===== src/rtl/jseq_pkg.sv =====
// ============================================================================
// Module      : jseq_pkg
// Description : Shared types and helpers for the Johnson sequencer.
// Revision    : 1.0 - initial release
// ============================================================================
`default_nettype none

package jseq_pkg;

    typedef enum logic [1:0] {
        IDLE = 2'd0,
        RUN  = 2'd1,
        DONE = 2'd2
    } state_t;

    localparam logic DIR_FWD = 1'b0;
    localparam logic DIR_REV = 1'b1;

    // A legal Johnson word has at most one boundary between its run of ones and its run of zeros.
    // The caller passes the adjacent-bit XOR vector, zero-extended.
    function automatic logic is_legal_johnson(input logic [63:0] edges);
        return ($countones(edges) <= 1);
    endfunction

endpackage

`default_nettype wire


===== src/rtl/johnson_core.sv =====
// ============================================================================
// Module      : johnson_core
// Description : Johnson position register with forward/reverse shift and clear.
// Revision    : 1.0 - initial release
// ============================================================================
`default_nettype none

module johnson_core
    import jseq_pkg::*;
#(
    parameter int BITS = 4
) (
    input  logic            clk,
    input  logic            reset,
    input  logic            adv,
    input  logic            dir,
    input  logic            clr,
    output logic [BITS-1:0] Q
);

    logic [BITS-1:0] r_q;
    logic [BITS-1:0] w_fwd;
    logic [BITS-1:0] w_rev;

    assign w_fwd = {r_q[BITS-2:0], ~r_q[BITS-1]};
    assign w_rev = {~r_q[0], r_q[BITS-1:1]};

    always_ff @(posedge clk or posedge reset) begin
        if (reset) begin
            r_q <= '0;
        end else if (clr) begin
            r_q <= '0;
        end else if (adv) begin
            r_q <= (dir == DIR_REV) ? w_rev : w_fwd;
        end
    end

    assign Q = r_q;

endmodule

`default_nettype wire


===== src/rtl/johnson_seq_ctrl.sv =====
// ============================================================================
// Module      : johnson_seq_ctrl
// Description : Command-driven Johnson counter sequencer (steps/dir/rate).
//               Optional JSEQ_SELF_CORRECT_EN adds illegal-state recovery.
// Revision    : 1.0 - initial release
// ============================================================================
`default_nettype none

module johnson_seq_ctrl
    import jseq_pkg::*;
#(
    parameter int BITS  = 4,
    parameter int CNT_W = 16,
    parameter int DIV_W = 8
) (
    input  logic             clk,
    input  logic             reset,
    input  logic             start,
    input  logic [CNT_W-1:0] steps,
    input  logic             dir,
    input  logic [DIV_W-1:0] div,
    input  logic             abort,
    output logic [BITS-1:0]  Q,
    output logic             busy,
    output logic             done,
    output logic             step_tick,
    output logic             illegal
);

    state_t           r_state;
    logic [CNT_W-1:0] r_remaining;
    logic [DIV_W-1:0] r_prescale;
    logic [DIV_W-1:0] r_div;
    logic             r_dir;
    logic             r_busy;
    logic             r_done;
    logic             r_step_tick;
    logic             r_illegal;

    logic             w_illegal;
    logic             w_due;
    logic             w_adv;

`ifdef JSEQ_SELF_CORRECT_EN
    logic [BITS-2:0]  w_edges;
    assign w_edges   = Q[BITS-2:0] ^ Q[BITS-1:1];
    assign w_illegal = ~is_legal_johnson(64'(w_edges));
`else
    assign w_illegal = 1'b0;
`endif

    // Abort and recovery both suppress an advance that falls due on the same edge.
    assign w_due = (r_prescale == r_div);
    assign w_adv = (r_state == RUN) && w_due && !abort && !w_illegal;

    johnson_core #(
        .BITS (BITS)
    ) u_core (
        .clk   (clk),
        .reset (reset),
        .adv   (w_adv),
        .dir   (r_dir),
        .clr   (w_illegal),
        .Q     (Q)
    );

    always_ff @(posedge clk or posedge reset) begin
        if (reset) begin
            r_state     <= IDLE;
            r_remaining <= '0;
            r_prescale  <= '0;
            r_div       <= '0;
            r_dir       <= DIR_FWD;
            r_busy      <= 1'b0;
            r_done      <= 1'b0;
            r_step_tick <= 1'b0;
            r_illegal   <= 1'b0;
        end else begin
            r_done      <= 1'b0;
            r_step_tick <= w_adv;
            r_illegal   <= w_illegal;
            case (r_state)
                IDLE: begin
                    if (start) begin
                        r_remaining <= steps;
                        r_dir       <= dir;
                        r_div       <= div;
                        r_prescale  <= '0;
                        if (steps != '0) begin
                            r_state <= RUN;
                            r_busy  <= 1'b1;
                        end else begin
                            r_state <= DONE;
                            r_done  <= 1'b1;
                        end
                    end
                end
                RUN: begin
                    if (abort || w_illegal) begin
                        r_state <= IDLE;
                        r_busy  <= 1'b0;
                    end else if (w_due) begin
                        r_prescale  <= '0;
                        r_remaining <= r_remaining - CNT_W'(1);
                        if (r_remaining == CNT_W'(1)) begin
                            r_state <= DONE;
                            r_busy  <= 1'b0;
                            r_done  <= 1'b1;
                        end
                    end else begin
                        r_prescale <= r_prescale + DIV_W'(1);
                    end
                end
                DONE: begin
                    r_state <= IDLE;
                end
                default: begin
                    r_state <= IDLE;
                    r_busy  <= 1'b0;
                end
            endcase
        end
    end

    assign busy      = r_busy;
    assign done      = r_done;
    assign step_tick = r_step_tick;
    assign illegal   = r_illegal;

endmodule

`default_nettype wire

===== config.mk =====
export PLATFORM = sky130hd
export DESIGN_NAME = johnson_seq_ctrl
export DESIGN_NICKNAME = d
export VERILOG_FILES = /design/src/rtl/jseq_pkg.sv /design/src/rtl/johnson_core.sv /design/src/rtl/johnson_seq_ctrl.sv
export SDC_FILE = /design/constraint.sdc
export NUM_CORES = 1
export LEC_CHECK = 0
export BUFFER_PORTS_ARGS = -buffer_cell sky130_fd_sc_hd__clkbuf_2
export CORE_MARGIN = 3
export CORE_UTILIZATION = 60
export CTS_CLUSTER_DIAMETER = 150
export CTS_CLUSTER_SIZE = 10
export DETAILED_ROUTE_END_ITERATION = 8
export PLACE_DENSITY = 0.84
export REMOVE_ABC_BUFFERS = 1
export SLEW_MARGIN = 20
export SYNTH_ARGS = -nofsm -noshare
export SYNTH_HDL_FRONTEND = slang
export SYNTH_SLANG_ARGS = --single-unit

===== constraint.sdc =====
create_clock -name clk -period 3.3 [get_ports clk]
set_clock_uncertainty 0.2 [all_clocks]
set_input_delay 0.165 -clock clk [delete_from_list [all_inputs] [get_ports clk]]
set_output_delay 0.165 -clock clk [all_outputs]
set_load 0.02 [all_outputs]

# Word level (Yosys, flattened, before mapping)
# Index checks and enable logic that the tools add are counted.
# word_totals
out_inout_bits	8
input_bits	29
reg_bits	42
# op_classes
n_addsub	2
n_bitwise	3
n_reduce_logical	11
n_mux	27
n_eq_ne	10
# op_table
operator	n
$mux 16	3
$pmux 16 s2	1
$mux 8	3
$eq 16x1->1 const B	1
$pmux 8 s2	1
$reduce_bool 16->1	1
$sub 16x1->16 const B	1
$mux 1	10
$mux 2	5
$add 8x1->8 const B	1
$eq 8x8->1	1
$ne 2x2->1 const B	4
$reduce_and 3->1	2
$reduce_and 5->1	1
$mux 4	1
$pmux 2 s2	1
$reduce_and 4->1	1
$ne 3x2->1 const B	1
$ne 3x3->1 const B	1
$not 1->1	3
$pmux 1 s3	1
$eq 2x1->1 const B	1
$eq 2x2->1 const B	1
$logic_and 1x1->1	2
5 further kinds	5

# Logic depth before layout (Yosys ltp)
# Gate-level depths: netlist of the first run.
# depth
word_depth	5
depth_mapped	7

# Hierarchy
# A second synthesis of the first run with hierarchy kept.
# unflattened
hier_cells	277
hier_area_um2	2451.1
# by_module_without_submodules
module	seq_area_each_um2	cells_per_inst	area_each_um2	instances
johnson_seq_ctrl	950.9	256	2237.1	1
johnson_core	100.1	21	214.0	1

# Least setup slack after synthesis of the first run
# Ideal clock, no wire load.
# synth_timing
path_type	reg2reg
startpoint	reg r_prescale[0]
endpoint	reg r_remaining[8]
stages_incl_launch_ff	7
required_time_ps	2978
arrival_time_ps	1692
n_path_buf	1
synth_period_minus_slack_ps	2014
setup_slack_ps	1286
cell_sequence	dfrtp_1 > xnor2_1 > and4_1 > buf_2 > nand2_2 > or4_1 > a32o_1
# synth_between
elab_chain_cells	3
# synth_rtl
item	line_no	rtl
start: declaration	johnson_seq_ctrl.sv:32	logic [DIV_W-1:0] r_prescale;
start signal: assignment	johnson_seq_ctrl.sv:111	r_prescale <= r_prescale + DIV_W'(1);
$eq 8x8->1	johnson_seq_ctrl.sv:53	assign w_due = (r_prescale == r_div);
$ne 2x2->1 (no source line)	-	
$reduce_and 4->1 (no source line)	-	
end signal: assignment	johnson_seq_ctrl.sv:85	r_remaining <= steps;
end signal: assignment	johnson_seq_ctrl.sv:104	r_remaining <= r_remaining - CNT_W'(1);
end: declaration	johnson_seq_ctrl.sv:31	logic [CNT_W-1:0] r_remaining;
# No other way between the ends.
# A chain may end at the register's enable or synchronous reset.

# Worst setup path in the final report of the first run
# layout_timing
startpoint	reg r_remaining[2]
endpoint	reg r_remaining[12]
# layout_between
elab_chain_cells	4
# layout_rtl
item	line_no	rtl
$sub 16x1->16	johnson_seq_ctrl.sv:104	
$mux 16	johnson_seq_ctrl.sv:102	end else if (w_due) begin
$mux 16	johnson_seq_ctrl.sv:99	if (abort || w_illegal) begin
$pmux 16 s2	johnson_seq_ctrl.sv:82	case (r_state)
# No other way between the ends. The select of a mux whose other input is x is not followed.

==> flow_summary.yaml, run 1 <==
sta:
  slew_headroom: 0.355
  fmax_mhz: 429
  setup_viol: 0
  rsz0062_at_grt: "no"
  worst_slack_ps: 970
  finalCritPeriodShare: 0.706
  tns_ps: 0
  final-max-slew-violation-count: 0
  worstMarginPinSlew_ps: 965
  finalHoldViolCount: 0
  final.min_clock_period_ps: 2330
die:
  coreArea_um2: 3770
  start_util: 0.645
  ios: 37
  die_x_um: 69.7
  die_area_um2: 4850
  die_y_um: 69.7
  row_count: 22
global_routing:
  grt_max_degree: 26
  antenna_found_initial: 0
  overflow: 0
  grtUsageTotal: 0.265
  grt_pass1_vias: 2237
  grt_first_pass_wirelength_mm: 10.3
detailed_routing:
  vias: 2385
  drt_pre_antenna_iters: 5
  drt-total-wl_mm: 6.33
  vias_per_cell: 6.41
  wl_per_cell_um: 17.0
  remaining_drc_errors: 0
  drt_iter0_markers: 311
  final_antenna_net_count: 0
clock_tree:
  clk_latency_ps: 290
  clk_path_buf_depth: 2
  htreeDepth: 2
  cts_buffers: 5
  post-cts-setup-buffers: 0
  clock-root-buffer: "clkbuf_8"
  cts_num_sinks: 42
  clk_pin_slew_worst_paths_ps: 80
  cts_resized: 0
  cts_tree: "yes"
  hold_buffers: 12
worst_hold_path:
  worstHoldPathType: "input port to flop"
logic_synthesis:
  synth_seq_area_share: 0.432
  synth_most_common_cell: "nand2_1"
  synth_cell_types: 50
  synth_edf_count: 0
  avgSynthCellArea_um2: 8.68
  async_reset_ff_frac: 1.00
  syn_area_um2: 2430
  synth_seq_cells: 42
  ys_top_cells_by_area: "dfrtp_1 (43%), nand2_1 (7.9%), xnor2_1 (4.0%)"
  netlist_instances: 280
  synth_common_cells: "nand2_1 (51), dfrtp_1 (42), a21oi_1 (15), nor2_1 (15), nand3_1 (14)"
  synth_top_area_cell: "dfrtp_1"
  synth_top_cell_area_share: 0.432
  synth_flop_cell: "dfrtp_1"
  yosysWarningCount: 0
pwr:
  comb_power_share: 0.323
  swShare: 0.378
  p_int_mw: 1.15
  switchingPower_mw: 0.701
  seqPwrFrac: 0.451
  clkPwrFrac: 0.226
  power_mw: 1.85
  leakagePower_nw: 1.30
  powerDensity_nw_per_um2: 647
  ir_drop_uv: 400
setup_path:
  r2r_slack_ps: 970
  path_cells: "nor4_2 > nand3_1 > nor4_1 > mux2i_1 > nor2_1"
  required_ps: 3290
  path_max_fanout: 8
  cp-start-kind: "flop"
  critPathMaxStageDelay_ps: 510
  end_kind: "flop"
  cp_data_arrival_time_ps: 2320
  crit_slowest_cell: "nor4_2"
  path_class: "flop to flop"
status:
  status: "finished, final reports clean"
layout:
  final_nets: 356
  final_area_um2: 2870
  drive_above_1_share: 0.164
  antenna_cells: 0
  area_growth_pct: 17.9
placed_design:
  place_congestion: 0.939
  dpl_worst_slack_ps: 1070
  post_dp_cell_area_um2: 2630
  dp_hpwl_mm: 4.32
  portBuffers: 35
run:
  maxCapViolCount: 0
## cells in the final DEF (no fill, tap or decap), types with 2 or more instances in the layout
cell type / Yosys / routed
or4_1: 2 / 2
o22a_1: 3 / 3
nor3_1: 8 / 8
nand3_1: 14 / 14
o22ai_1: 11 / 11
o211a_1: 3 / 3
dlygate4sd3_1: 0 / 12
a31oi_1: 4 / 4
mux2i_1: 8 / 8
clkbuf_2: 0 / 35
and4_1: 3 / 3
ha_1: 3 / 3
buf_4: 2 / 4
o21ai_0: 8 / 8
a21oi_1: 15 / 15
nor4_1: 10 / 10
nand4_1: 6 / 6
a22oi_1: 2 / 2
inv_1: 11 / 11
xnor2_1: 11 / 11
clkbuf_8: 0 / 6
a2bb2oi_1: 2 / 2
a32o_1: 2 / 2
nor2_1: 15 / 15
mux2_2: 2 / 2
or3_1: 4 / 4
dfrtp_1: 42 / 42
nand2b_1: 4 / 4
and3_1: 2 / 2
nand2_1: 51 / 51
## through the flow
step                std cells   util  hold WS (ps)
floorplan                 266      -          70.4
global placement          353  0.698           141
detailed placement        353  0.698           142
CTS                       372  0.760          4.63
global route              372  0.760          17.8
finish                    372  0.760          2.13
## flip-flops by register name, summed over array words and instances, names as in the netlist
register	count
busy	1
r_dir	1
u_core.Q	4
done	1
r_remaining	16
r_div	8
r_state	2
r_prescale	8
step_tick	1
## logic make-up (layout without fill, tap and decap cells)
| kind of cell | after synthesis | in the layout | synth area share |
|---|---|---|---|
| XOR/XNOR | 11 | 11 | 0.0396 |
| flip-flops | 42 | 42 | 0.432 |
| AO/OA/AOI/OAI | 61 | 61 | 0.168 |
| adder cells (fa/ha/maj) | 3 | 3 | 0.0154 |
| buffers and inverters | 25 | 69 | 0.0427 |
| other | 1 | 1 | 0.00154 |
| multiplexers | 10 | 10 | 0.0422 |
| AND/OR/NAND/NOR | 127 | 127 | 0.258 |
## power groups by stage
stage                     clock, mW  combinational (mW)  sequential (mW)
final                         0.419               0.599            0.836
after global routing          0.447               0.661            0.858
after CTS                     0.421               0.590            0.828
after detailed placement          0               0.573            0.837
after global placement            0               0.554            0.828
after floorplan                   0               0.394            0.824
## per-layer routing
layer,global-route usage,vias to the layer above,wire length [um]
met5,0,-,0
met4,0.0809,0,138
met3,0.0580,20,465
met2,0.446,135,3130
met1,0.342,1123,2600
li1,-,1107,-
## final cells by class
| class | instances | area (um^2) |
|---|---|---|
| timing repair buffer | 51 | 325 |
| inverter | 11 | 41.3 |
| sequential | 42 | 1050 |
| multi-input combinational | 213 | 1280 |
| clock inverter | 1 | 30.0 |
| clock buffer | 6 | 82.6 |
| tap | 48 | 60.1 |
| fill | 260 | 905 |
## final timing paths
check                                         endpoint                       start  cells past startpoint
max in group asynchronous   r_remaining[6]$_DFFE_PP0P_                       reset                      4
setup / recovery           r_remaining[12]$_DFFE_PP0P_  r_remaining[2]$_DFFE_PP0P_                      5
min in group asynchronous            r_dir$_DFFE_PP0P_                       reset                      3
hold reg to reg                   r_div[1]$_DFFE_PP0P_        r_div[1]$_DFFE_PP0P_                      2
setup reg to reg           r_remaining[12]$_DFFE_PP0P_  r_remaining[2]$_DFFE_PP0P_                      5
hold / removal              r_remaining[1]$_DFFE_PP0P_                    steps[1]                      3
## critical path: cells and delay by family, from the launching register on
family        cells  cell delay [ps]
simple gates      4             1320
flops             1              460
mux               1              240
Power figures use the tool's default switching activity.
==> run 2, diff against run 1 <==
CORE_UTILIZATION = 57   (was 60)
PLACE_DENSITY = 0.8   (was 0.84)
clock period = 2.25 ns   (was 3.3 ns; I/O delays follow)
==> run 2 against run 1 <==
Net effect: register-to-register slack got worse by 830 ps; sequential power increased by 48%; first-iteration DRC count decreased by 12%; largest cell class unchanged; highest routed layer unchanged.
==> flow_summary.yaml, run 2 (synthesis results as in run 1) <==
status:
  status: "finished, final reports clean"
sta:
  setup_viol: 0
  finalHoldViolCount: 0
  fmax_mhz: 474
  slew_headroom: 0.634
  worstMarginPinSlew_ps: 549
  rsz0062_at_grt: "no"
  tns_ps: 0
  final.min_clock_period_ps: 2110
  finalCritPeriodShare: 0.937
  final-max-slew-violation-count: 0
  worst_slack_ps: 141
setup_path:
  path_max_fanout: 7
  startpoint: "r_prescale[2]$_DFFE_PP0P_"
  required_ps: 2230
  cp-start-kind: "flop"
  reg2reg_depth: 5
  end_kind: "flop"
  cp_data_arrival_time_ps: 2090
  path_class: "flop to flop"
  r2r-start: "r_prescale[2]$_DFFE_PP0P_"
worst_hold_path:
  worstHoldPathType: "input port to flop"
  hold_depth: 3
  hold_start: "steps[2]"
placed_design:
  portBuffers: 35
  place_congestion: 0.968
  dpl_worst_slack_ps: 139
  dp_hpwl_mm: 4.82
detailed_routing:
  wl_per_cell_um: 17.1
  vias_per_cell: 6.06
  remaining_drc_errors: 0
  final_antenna_net_count: 0
  drt_pre_antenna_iters: 5
  vias: 2442
  drt-total-wl_mm: 6.90
  drt_iter0_markers: 274
layout:
  antenna_cells: 0
  fillers: 306
  utilization: 0.758
  final_cell_mix: "nand2_1 (51), dfrtp_1 (42), clkbuf_2 (35)"
  top_regs: "r_remaining (16), r_div (8), r_prescale (8)"
  final_nets: 385
  drive_above_1_share: 0.207
  area_growth_pct: 26.6
  final_common_cell: "nand2_1"
  top_register: "r_remaining"
  largest_register_ffs: 16
die:
  row_count: 23
  start_util: 0.599
  coreArea_um2: 4060
  die_area_um2: 5080
  die_x_um: 71.3
  die_y_um: 71.3
  ios: 37
global_routing:
  antenna_found_initial: 0
  overflow: 0
  grtUsageTotal: 0.282
  grt_first_pass_wirelength_mm: 11.3
  grt_max_degree: 43
  grt_pass1_vias: 2476
clock_tree:
  cts_num_sinks: 42
  clk_path_buf_depth: 2
  post-cts-setup-buffers: 0
  cts_tree: "yes"
  clk_pin_slew_worst_paths_ps: 80
  cts_buffers: 5
  htreeDepth: 2
  clock-root-buffer: "clkbuf_8"
  clk_latency_ps: 290
pwr:
  leakagePower_nw: 1.42
  powerDensity_nw_per_um2: 870
  ir_drop_uv: 527
run:
  maxCapViolCount: 0
run 2: per-layer routing:
layer / track usage / part of all wire / vias to the layer above / routed length (um)
met5: 0 / 0 / - / 0
met1: 0.349 / 0.42 / 1161 / 2870
met3: 0.0449 / 0.054 / 14 / 374
met2: 0.485 / 0.51 / 109 / 3500
met4: 0.123 / 0.022 / 0 / 155
li1: - / - / 1158 / -
run 2: final timing paths:
path | endpoint | slack, ps
max reg2reg | r_remaining[8]$_DFFE_PP0P_ | 140
min reg2reg | r_div[1]$_DFFE_PP0P_ | 300
max | r_remaining[8]$_DFFE_PP0P_ | 140
max in group asynchronous | r_prescale[4]$_DFFE_PP0P_ | 1180
min in group asynchronous | r_prescale[6]$_DFFE_PP0P_ | 280
min | r_remaining[2]$_DFFE_PP0P_ | 30
run 2: critical path: stages, from the launching register on:
cell and delay [ps]:
dfrtp_1 450, xnor2_1 200, and4_1 350, nand2_2 70, or4_1 470, a32o_1 270
run 2: layout make-up:
type | instances | area (um^2) | share of cell area
well taps | 50 | 62.6 | 0.0203
clock buffers | 7 | 76.3 | 0.0248
multi-input cells | 213 | 1280 | 0.418
repair buffers | 80 | 561 | 0.182
inverters | 11 | 41.3 | 0.0134
flip-flops and latches | 42 | 1050 | 0.342
run 2: power breakdown:
| part | leakage [nW] | internal (mW) | switching [mW] | total (mW) |
|---|---|---|---|---|
| sequential | 0.518 | 0.963 | 0.273 | 1.24 |
| clock | 0.0383 | 0.214 | 0.246 | 0.460 |
| combinational | 0.866 | 0.443 | 0.539 | 0.982 |
run 2: timing repair:
action                     in CTS  in global routing
resized for setup               0                  1
hold buffers                   19                  0
hold endpoints to repair       60                  0
setup endpoints to repair       0                  2
run 2: metrics by stage:
step | hold slack (ps) | cells | power (mW) | instance area [um^2]
finish | 25.6 | 403 | 2.68 | 3080
global route | 37.5 | 403 | 2.84 | 3080
detailed placement | 53.9 | 377 | 2.16 | 2800
CTS | 29.6 | 403 | 2.65 | 3070
floorplan | 17.9 | 266 | 1.79 | 2370
global placement | 54.2 | 377 | 2.11 | 2800
